==> src/rtl/rr_arbiter_fsm.sv <==
// Round-robin arbiter with a registered one-hot grant that is held until the owner drops its
// request. Optional hold watchdog is compiled in with `define ARB_TIMEOUT_EN.
module rr_arbiter_fsm #(
    parameter int unsigned N        = 3,
    parameter int unsigned MAX_HOLD = 16,
    localparam int unsigned IW      = $clog2(N)
) (
    input  logic          clk,
    input  logic          reset_n,
    input  logic [N-1:0]  req,
    output logic [N-1:0]  gnt,
    output logic          gnt_valid,
    output logic [IW-1:0] gnt_id,
    output logic          timeout
);

    typedef enum logic [0:0] {StIdle, StGrant} state_e;

    state_e        state_q;
    logic [N-1:0]  gnt_q;
    logic          gnt_valid_q;
    logic [IW-1:0] gnt_id_q;
    logic [IW-1:0] ptr_q;

    // Arbitration result, meaningful only while idle
    logic [2*N-1:0] req_dbl;
    logic [2*N-1:0] req_rot;
    logic           pick_found;
    logic [IW-1:0]  pick_id;
    logic [N-1:0]   pick_onehot;
    logic [IW-1:0]  ptr_next;

    // Rotate req so that bit k is requester (ptr + k) mod N, then take the lowest set bit.
    always_comb begin
        req_dbl    = {req, req};
        req_rot    = req_dbl >> ptr_q;
        pick_found = 1'b0;
        pick_id    = '0;
        for (int unsigned k = 0; k < N; k++) begin
            logic [IW:0] sum;
            sum = {1'b0, ptr_q} + (IW+1)'(k);
            if (sum >= (IW+1)'(N)) begin
                sum = sum - (IW+1)'(N);
            end
            if (!pick_found && req_rot[k]) begin
                pick_found = 1'b1;
                pick_id    = sum[IW-1:0];
            end
        end
    end

    always_comb begin
        pick_onehot = '0;
        for (int unsigned i = 0; i < N; i++) begin
            pick_onehot[i] = pick_found && (pick_id == IW'(i));
        end
        ptr_next = (pick_id == IW'(N - 1)) ? '0 : pick_id + IW'(1);
    end

`ifdef ARB_TIMEOUT_EN
    localparam int unsigned CW = $clog2(MAX_HOLD);
    localparam logic [CW-1:0] HoldLimit = CW'(MAX_HOLD - 1);

    logic [CW-1:0] hold_cnt_q;
    logic          timeout_q;

    always_ff @(posedge clk or negedge reset_n) begin
        if (!reset_n) begin
            state_q     <= StIdle;
            gnt_q       <= '0;
            gnt_valid_q <= 1'b0;
            gnt_id_q    <= '0;
            ptr_q       <= '0;
            hold_cnt_q  <= '0;
            timeout_q   <= 1'b0;
        end else begin
            timeout_q <= 1'b0;
            unique case (state_q)
                StIdle: begin
                    if (pick_found) begin
                        state_q     <= StGrant;
                        gnt_q       <= pick_onehot;
                        gnt_valid_q <= 1'b1;
                        gnt_id_q    <= pick_id;
                        ptr_q       <= ptr_next;
                        hold_cnt_q  <= '0;
                    end
                end
                StGrant: begin
                    // Voluntary release wins over the watchdog on the same edge
                    if (!req[gnt_id_q]) begin
                        state_q     <= StIdle;
                        gnt_q       <= '0;
                        gnt_valid_q <= 1'b0;
                    end else if (hold_cnt_q == HoldLimit) begin
                        state_q     <= StIdle;
                        gnt_q       <= '0;
                        gnt_valid_q <= 1'b0;
                        timeout_q   <= 1'b1;
                    end else begin
                        hold_cnt_q  <= hold_cnt_q + CW'(1);
                    end
                end
                default: begin
                    state_q     <= StIdle;
                    gnt_q       <= '0;
                    gnt_valid_q <= 1'b0;
                end
            endcase
        end
    end

    assign timeout = timeout_q;
`else
    always_ff @(posedge clk or negedge reset_n) begin
        if (!reset_n) begin
            state_q     <= StIdle;
            gnt_q       <= '0;
            gnt_valid_q <= 1'b0;
            gnt_id_q    <= '0;
            ptr_q       <= '0;
        end else begin
            unique case (state_q)
                StIdle: begin
                    if (pick_found) begin
                        state_q     <= StGrant;
                        gnt_q       <= pick_onehot;
                        gnt_valid_q <= 1'b1;
                        gnt_id_q    <= pick_id;
                        ptr_q       <= ptr_next;
                    end
                end
                StGrant: begin
                    if (!req[gnt_id_q]) begin
                        state_q     <= StIdle;
                        gnt_q       <= '0;
                        gnt_valid_q <= 1'b0;
                    end
                end
                default: begin
                    state_q     <= StIdle;
                    gnt_q       <= '0;
                    gnt_valid_q <= 1'b0;
                end
            endcase
        end
    end

    assign timeout = 1'b0;
`endif

    assign gnt       = gnt_q;
    assign gnt_valid = gnt_valid_q;
    assign gnt_id    = gnt_id_q;

    a_params: assert property (@(posedge clk) (N >= 2) && (N <= 8) && (MAX_HOLD >= 2));
    a_onehot: assert property (@(posedge clk) disable iff (!reset_n) $onehot0(gnt_q));
    a_valid: assert property (@(posedge clk) disable iff (!reset_n) gnt_valid_q == (|gnt_q));
    a_id_match: assert property (@(posedge clk) disable iff (!reset_n)
                                 !gnt_valid_q || gnt_q[gnt_id_q]);
    a_ptr_range: assert property (@(posedge clk) disable iff (!reset_n) ptr_q <= IW'(N - 1));

endmodule

==> config.mk <==
export PLATFORM = sky130hd
export DESIGN_NAME = rr_arbiter_fsm
export DESIGN_NICKNAME = d
export VERILOG_FILES = /design/src/rtl/rr_arbiter_fsm.sv
export SDC_FILE = /design/constraint.sdc
export NUM_CORES = 1
export LEC_CHECK = 0
export ABC_CLOCK_PERIOD_IN_PS = 2700
export BUFFER_PORTS_ARGS = -buffer_cell sky130_fd_sc_hd__buf_2
export CAP_MARGIN = 20
export CORE_AREA = 3 3 40 42
export DETAILED_ROUTE_END_ITERATION = 16
export DIE_AREA = 0 0 43 45
export GPL_TIMING_DRIVEN = 1
export PLACE_DENSITY = 0.65
export REMOVE_ABC_BUFFERS = 1
export SLEW_MARGIN = 40
export SYNTH_ARGS = -nofsm -noshare
export SYNTH_HDL_FRONTEND = slang
export SYNTH_SLANG_ARGS = --single-unit
==> constraint.sdc <==
create_clock -name clk -period 2.7 [get_ports clk]
set_clock_uncertainty 0.05 [all_clocks]
set_input_delay 0.27 -clock clk [delete_from_list [all_inputs] [get_ports clk]]
set_output_delay 0.27 -clock clk [all_outputs]
set_load 0.01 [all_outputs]
### After elaboration in Yosys (flattened, before gate mapping)

Cells that the tools add are included.
W data, S select, Z words.

| word-level totals | value |
|---|---|
| latch bits | 0 |
| output and inout bits | 7 |
| bits in writable memories | 0 |
| register bits | 9 |
| bits in read-only memories | 0 |
| word-level logic and storage cells | 52 |
| input port bits | 5 |
| memories kept | 0 |

| cells by class | value |
|---|---|
| div/mod/pow operators | 0 |
| shifts and indexed selects | 1 |
| reduce and logical (&&, ||, !) cells | 10 |
| add/sub/neg operators | 6 |
| multiplexer cells | 21 |
| multipliers | 0 |
| magnitude comparators | 4 |
| equality and inequality tests | 4 |
| bitwise operators | 1 |

Operators with widths:

| kind | number |
|---|---|
| $mux W2 | 7 |
| $mux W1 | 8 |
| $ge A3 B2 Y1 const B | 2 |
| $mux W3 | 2 |
| $pmux W3 S2 | 1 |
| $shr A6 B2 Y3 | 1 |
| $sub A2 B2 Y2 const B | 3 |
| $logic_and A1 B1 Y1 | 5 |
| $ne A2 B2 Y1 const B | 2 |
| $pmux W1 S2 | 2 |
| $reduce_and A2 Y1 | 2 |
| $add A2 B1 Y3 const B | 1 |
| $add A2 B2 Y3 const B | 1 |
| $lt A2 B3 Y1 const B | 1 |
| $add A2 B1 Y2 const B | 1 |
| $bmux W1 S2 | 1 |
| $eq A2 B1 Y1 const B | 1 |
| $eq A2 B2 Y1 const B | 1 |
| $ge A2 B2 Y1 const B | 1 |
| $logic_not A1 Y1 | 2 |
| $logic_not A2 Y1 | 1 |
| $not A1 Y1 | 1 |

### Logic depth before layout (Yosys ltp)

Gate-level depths: netlist of run 1.

| depth | value |
|---|---|
| depth in word-level cells | 12 |
| mapped depth | 5 |
| mapped depth without buffers | 5 |

### Least setup slack after synthesis of run 1

OpenSTA, ideal clock, no wires.

| timing | value |
|---|---|
| path type | register to register |
| from | register ptr_q[1] |
| to | register gnt_id_q[1], in the netlist gnt_id[1] |
| path buffers | 0 |
| clock period less this slack | 1.727 ns |
| setup time | 0.125 ns |
| stages on the path, launching flop included | 6 |
| slack | 0.973 ns |
| data required time | 2.525 ns |
| arrival time | 1.552 ns |
| cells stage by stage | dfrtp_1 -> xnor2_1 -> a211o_1 -> a32o_1 -> a21o_1 -> mux2_2 |

| on the way | value |
|---|---|
| longest elaborated chain between the ends | 9 |
| elaborated cells between the ends (all ways) | 23 |
| classes of those cells | add/sub: 5; order compare: 3; shift: 1; mux: 9; reduce/logical: 5 |

Ends and longest elaborated chain:

| element | RTL line | RTL |
|---|---|---|
| from (decl) | 23 | `logic [IW-1:0] ptr_q;` |
| from (signal assigned) | 130 | `ptr_q <= ptr_next;` |
| branches (longest 9 deep; another with $add A2 B1 Y3) | - |  |
| to (signal assigned) | 129 | `gnt_id_q <= pick_id;` |
| to (decl) | 22 | `logic [IW-1:0] gnt_id_q;` |

Several ways; the timed one is not identified.
A chain may end at the register's enable or synchronous reset.

### Worst setup path in the final report of run 1

Same ends and word-level chain as after synthesis.

==> flow_summary.json, run 1 <==
{
  "fin_crit_sh_pct": 68.3,
  "numCtsBuffers": 3,
  "pwr-share-comb_pct": 50.8,
  "layout_min_cycle_time_ns": 1.84,
  "cp_max_fo": 9,
  "die_area_um2": 1940,
  "clk_latency_ns": 0.26,
  "synth.avg_cell_area_um2": 9.59,
  "antenna_found_initial": 0,
  "netlist_area_um2": 576,
  "finalSetupViolations": 0,
  "power.internal_mw": 0.423,
  "rows": 13,
  "reg2reg_slack_ns": 0.86,
  "synthFlopType": "dfrtp_1",
  "drt_iter0_drc": 10,
  "max_cap_violations": 0,
  "power_frac_clock_pct": 14.3,
  "hold_violations": 0,
  "setup_slack_ns": 0.856,
  "hpwl_um": 860,
  "max_stage_delay_ns": 0.48,
  "grt_max_degree": 10,
  "drc": 0,
  "crit_arrival_ns": 1.93,
  "end_kind": "flip-flop",
  "fin_tns_setup_ns": 0,
  "grt_pass1_wl_um": 2010,
  "status": "complete, no violations",
  "postSynth.asyncResetShare_pct": 100,
  "worstSetupPathType": "flip-flop to flip-flop",
  "synth_cell_type_count": 31,
  "port_buffers": 10,
  "seqPwrFrac_pct": 34.9,
  "dpl-instance-area_um2": 637,
  "worst-path-buf-inv": 0,
  "die_w_um": 43,
  "layout.nets": 83,
  "start_kind": "flip-flop",
  "swShare_pct": 41.9,
  "grt_use_total_pct": 14.1,
  "final_antenna_net_count": 0,
  "cts-root-buf": "clkbuf_4",
  "via_per_inst": 5.53,
  "preCtsSetupSlack_ns": 0.875,
  "grt_pass1_vias": 481,
  "first_pass_iters": 4,
  "die_y_um": 45,
  "hp-class": "input pin to asynchronous set/reset pin",
  "cp_cell_sequence": "nor3b_1 > a31oi_1 > a32o_1 > a21o_1 > mux2_2",
  "fill_cells": 120,
  "clkTransAtPathRegs_ns": 0.07,
  "synth-edff-count": 0,
  "cp.required_ns": 2.79,
  "pwr_density_cell_nw_per_um2": 1080,
  "slowest_stage": "dfrtp_1",
  "gp_routability_congestion": 0.797,
  "grt.overflow.total": 0,
  "yosys_register_bits": 9,
  "cpLargestDelayFamily": "compound AO/OA/AOI/OAI gates",
  "area_delta_synth_final_pct": 17.0,
  "synth_warnings": 0,
  "clockBufferDepth": 2,
  "pin_count": 12,
  "wl_um": 1170,
  "wl_per_cell_um": 13.1,
  "initial_core_util_pct": 44.8,
  "slew_viol_final": 0,
  "cts.sinks": 9,
  "seq_area_frac_synth_pct": 39.1,
  "max_freq_mhz": 542,
  "rsz0062_at_grt": "false",
  "cts_tree": "built",
  "peakVddDrop_mv": 0.577,
  "via_count": 492,
  "net-switching-power_mw": 0.306,
  "design.core.area_um2": 1280,
  "drive_above_1_share_pct": 21.6,
  "htreeDepth": 1,
  "power_leakage_nw": 0.324,
  "syn_inst": 60,
  "fin_area_um2": 673,
  "antenna_cells": 0,
  "finalPower_mw": 0.729
}
cell usage in the layout (no fill, tap or decap):
cell type      netlist  layout
o22ai_1              1       1
mux2_2               1       1
nor2_1               2       2
nor3_1               1       1
xnor2_1              1       1
o21ai_0              3       3
and4bb_2             1       1
and4bb_1             1       1
a31oi_1              2       2
o211ai_1             1       1
nor4bb_1             1       1
inv_1                5       5
buf_2                0      10
ha_1                 3       3
clkbuf_1             0       1
nand2_1              6       6
o21a_1               2       2
a211o_1              2       2
dfrtp_1              9       9
a21oi_1              1       1
o31ai_1              2       2
conb_1               1       1
dlygate4sd3_1        0       1
mux2i_1              1       1
nor3b_1              1       1
a22oi_1              1       1
and2_1               1       1
o21ai_1              2       2
clkbuf_4             0       3
or2_2                1       1
nor2b_1              1       1
a21o_1               1       1
nand3b_1             1       1
a32o_1               3       3
synthesized netlist by cell type (2+ instances only):
cell | number | area [µm²]
a31oi_1 | 2 | 12.5
nand2_1 | 6 | 22.5
dfrtp_1 | 9 | 225
o21ai_0 | 3 | 15.0
ha_1 | 3 | 37.5
o21ai_1 | 2 | 10.0
o31ai_1 | 2 | 15.0
nor2_1 | 2 | 7.51
a32o_1 | 3 | 30.0
a211o_1 | 2 | 17.5
inv_1 | 5 | 18.8
o21a_1 | 2 | 15.0
per-layer routing:
metal	vias up	share of wire [%]	wire (µm)	global-route usage [%]
met5	-	0	0	0
met4	0	0.69	8	9.04
met3	2	5.4	63	2.39
met2	14	47	545	23.1
met1	226	47	548	17.2
li1	250	-	-	-
per-stage QoR:
| stage | instances | util (%) | hold slack, ns |
|---|---|---|---|
| 2_1_floorplan | 59 | - | -0.0756 |
| 6_report | 89 | 52.4 | 0.326 |
| 4_1_cts | 89 | 52.4 | 0.322 |
| 5_1_grt | 89 | 52.4 | 0.339 |
| 3_3_place_gp | 84 | 49.6 | 0.0779 |
| 3_5_place_dp | 84 | 49.6 | 0.0832 |
cells by family after synthesis:
logic type | share of synthesized area (%)
mux | 3.70
fa+ha+maj | 6.52
other cells | 0.652
simple gates | 18.0
buf+inv | 4.57
compound gates | 25.9
xor+xnor | 1.52
flops | 39.1
power by group through the flow:
stage,clock (mW),combinational [mW],sequential [mW]
after floorplan,0,0.262,0.262
after global placement,0,0.367,0.255
after detailed placement,0,0.368,0.256
after CTS,0.110,0.375,0.254
after global routing,0.116,0.416,0.267
final,0.104,0.371,0.254
cell type report:
| cell class | instances | area (µm²) | share of cell area, % |
|---|---|---|---|
| Timing Repair Buffer | 11 | 60.1 | 8.92 |
| Clock buffer | 4 | 26.3 | 3.90 |
| Inverter | 5 | 18.8 | 2.79 |
| Multi-Input combinational cell | 45 | 324 | 48.1 |
| Tap cell | 15 | 18.8 | 2.79 |
| Sequential cell | 9 | 225 | 33.5 |
sequential cells by signal, summed over array words and instances (netlist names):
register   flops
gnt_valid      1
gnt            3
ptr_q          2
gnt_id         2
state_q        1
timing repair:
action                                 in CTS  in global routing
gates resized for setup                     0                  0
endpoints found under the hold margin       9                  0
setup buffers                               0                  0
hold buffers                                1                  0
worst paths after layout:
check | cells after the start | end | start
worst max-delay path | 5 | gnt_id[1] | ptr_q[1]
worst max register to register | 5 | gnt_id[1] | ptr_q[1]
worst min-delay path | 2 | gnt[2] | reset_n
max in group asynchronous | 2 | gnt_id[1] | reset_n
min in group clk | 3 | state_q | req[0]
worst min register to register | 1 | gnt_valid | gnt_valid
(Power assumes the default switching activity.)
==> run 2: changes to the inputs <==
Settings changed: ABC_CLOCK_PERIOD_IN_PS 2700 to 1640, PLACE_DENSITY 0.65 to 0.68.
Clock period 2.7 ns to 1.64 ns, I/O delays scaled along.
==> flow_summary.json, run 2 (synthesized netlist as in run 1, its figures left out) <==
{
  "wl_um": 1300,
  "clockBufferDepth": 2,
  "fin_util_pct": 58.8,
  "clk_latency_ns": 0.26,
  "grt.overflow.total": 0,
  "grt_pass1_wl_um": 2120,
  "fin_crit_sh_pct": 107,
  "end_kind": "flip-flop",
  "die_w_um": 43,
  "wl_per_cell_um": 13.6,
  "layout.nets": 90,
  "via_count": 540,
  "fill_cells": 112,
  "cts-root-buf": "clkbuf_4",
  "numCtsBuffers": 3,
  "drt_iter0_drc": 7,
  "cp_max_fo": 6,
  "via_per_inst": 5.63,
  "dp_cells": 90,
  "largest_reg_flops": 3,
  "slew_viol_final": 0,
  "crit_arrival_ns": 1.85,
  "design.core.area_um2": 1280,
  "start_kind": "flip-flop",
  "area.sequential_um2": 228,
  "hp-class": "input pin to asynchronous set/reset pin",
  "fin_area_um2": 756,
  "htreeDepth": 1,
  "grt_max_degree": 10,
  "rsz0062_at_grt": "true",
  "grt_use_total_pct": 14.9,
  "pin_count": 12,
  "hold_violations": 0,
  "finalPower_mw": 1.36,
  "area_delta_synth_final_pct": 31.3,
  "grt_pass1_vias": 508,
  "mostFrequentLayoutCells": "10 x buf_2, 7 x dfrtp_1, 7 x buf_4, 6 x nand2_1, 5 x inv_1",
  "port_buffers": 10,
  "final_common_cell": "buf_2",
  "finalSetupViolations": 7,
  "setup_slack_ns": -0.116,
  "first_pass_iters": 4,
  "max_freq_mhz": 570,
  "drc": 0,
  "final_antenna_net_count": 0,
  "fin_cells": 96,
  "dpl-instance-area_um2": 682,
  "clkTransAtPathRegs_ns": 0.06,
  "cts.sinks": 9,
  "hpwl_um": 931,
  "antenna_cells": 0,
  "pwr_density_cell_nw_per_um2": 1800,
  "multi_input_area_um2": 352,
  "gp_routability_congestion": 0.812,
  "die_area_um2": 1940,
  "cts_tree": "built",
  "cp.required_ns": 1.73,
  "peakVddDrop_mv": 0.814,
  "status": "finished, violations left",
  "rows": 13,
  "power_leakage_nw": 0.364,
  "initial_core_util_pct": 44.8,
  "antenna_found_initial": 0,
  "worstSetupPathType": "flip-flop to flip-flop",
  "max_cap_violations": 0,
  "drive_above_1_share_pct": 34.6,
  "die_y_um": 45,
  "layout_min_cycle_time_ns": 1.76,
  "violations": "setup timing"
}
==> run 2: final cells by class <==
class                   count  share of cell area (%)
inverters                   5                    2.48
flip-flops and latches      9                    30.1
well taps                  15                    2.48
clock buffers               4                    3.48
multi-input cells          45                    46.5
repair buffers             18                    14.9
==> run 2: metrics by stage <==
step | setup slack (ns) | setup TNS [ns] | hold WS [ns]
2_1_floorplan | -0.0870 | -0.196 | -0.182
3_3_place_gp | -0.105 | -0.438 | -0.0313
3_5_place_dp | -0.124 | -0.580 | -0.0294
4_1_cts | -0.108 | -0.558 | 0.232
5_1_grt | -0.222 | -1.38 | 0.241
6_report | -0.116 | -0.570 | 0.227
==> run 2: worst max-delay path, stage by stage (launching register included) <==
cell and delay [ns]:
dfrtp_2 0.45, and4bb_2 0.23, a211o_1 0.24, a32o_1 0.20, a21o_1 0.21, mux2_4 0.26
==> run 2: worst paths after layout <==
check / from / endpoint / slack [ns] / cells after the start
worst max-delay path: ptr_q[1] / gnt_id[1] / -0.12 / 5
min in group clk: req[1] / state_q / 0.29 / 3
worst min-delay path: reset_n / ptr_q[0] / 0.23 / 2
worst max register to register: ptr_q[1] / gnt_id[1] / -0.12 / 5
max in group asynchronous: reset_n / ptr_q[1] / 1.12 / 2
worst min register to register: gnt[0] / gnt[0] / 0.43 / 2
==> run 2: what timing repair did <==
item / CTS / global route
gates resized for setup: 5 / 1
hold buffers: 1 / 0
endpoints found under the setup margin: 7 / 7
pin swaps: 7 / 2
hold endpoints to repair: 9 / 0
buffers inserted: 1 / 0
==> run 2: per-layer routing <==
layer,track usage [%],part of all wire [%],vias up
li1,-,-,267
met2,25.4,47,17
met1,16.8,45,247
met5,0,0,-
met3,1.20,3.5,9
met4,12.7,4.7,0
==> run 2: power breakdown <==
group / switching, mW / internal (mW)
Clock: 0.0775 / 0.0938
Combinational: 0.374 / 0.391
Sequential: 0.102 / 0.319
Total: 0.553 / 0.804
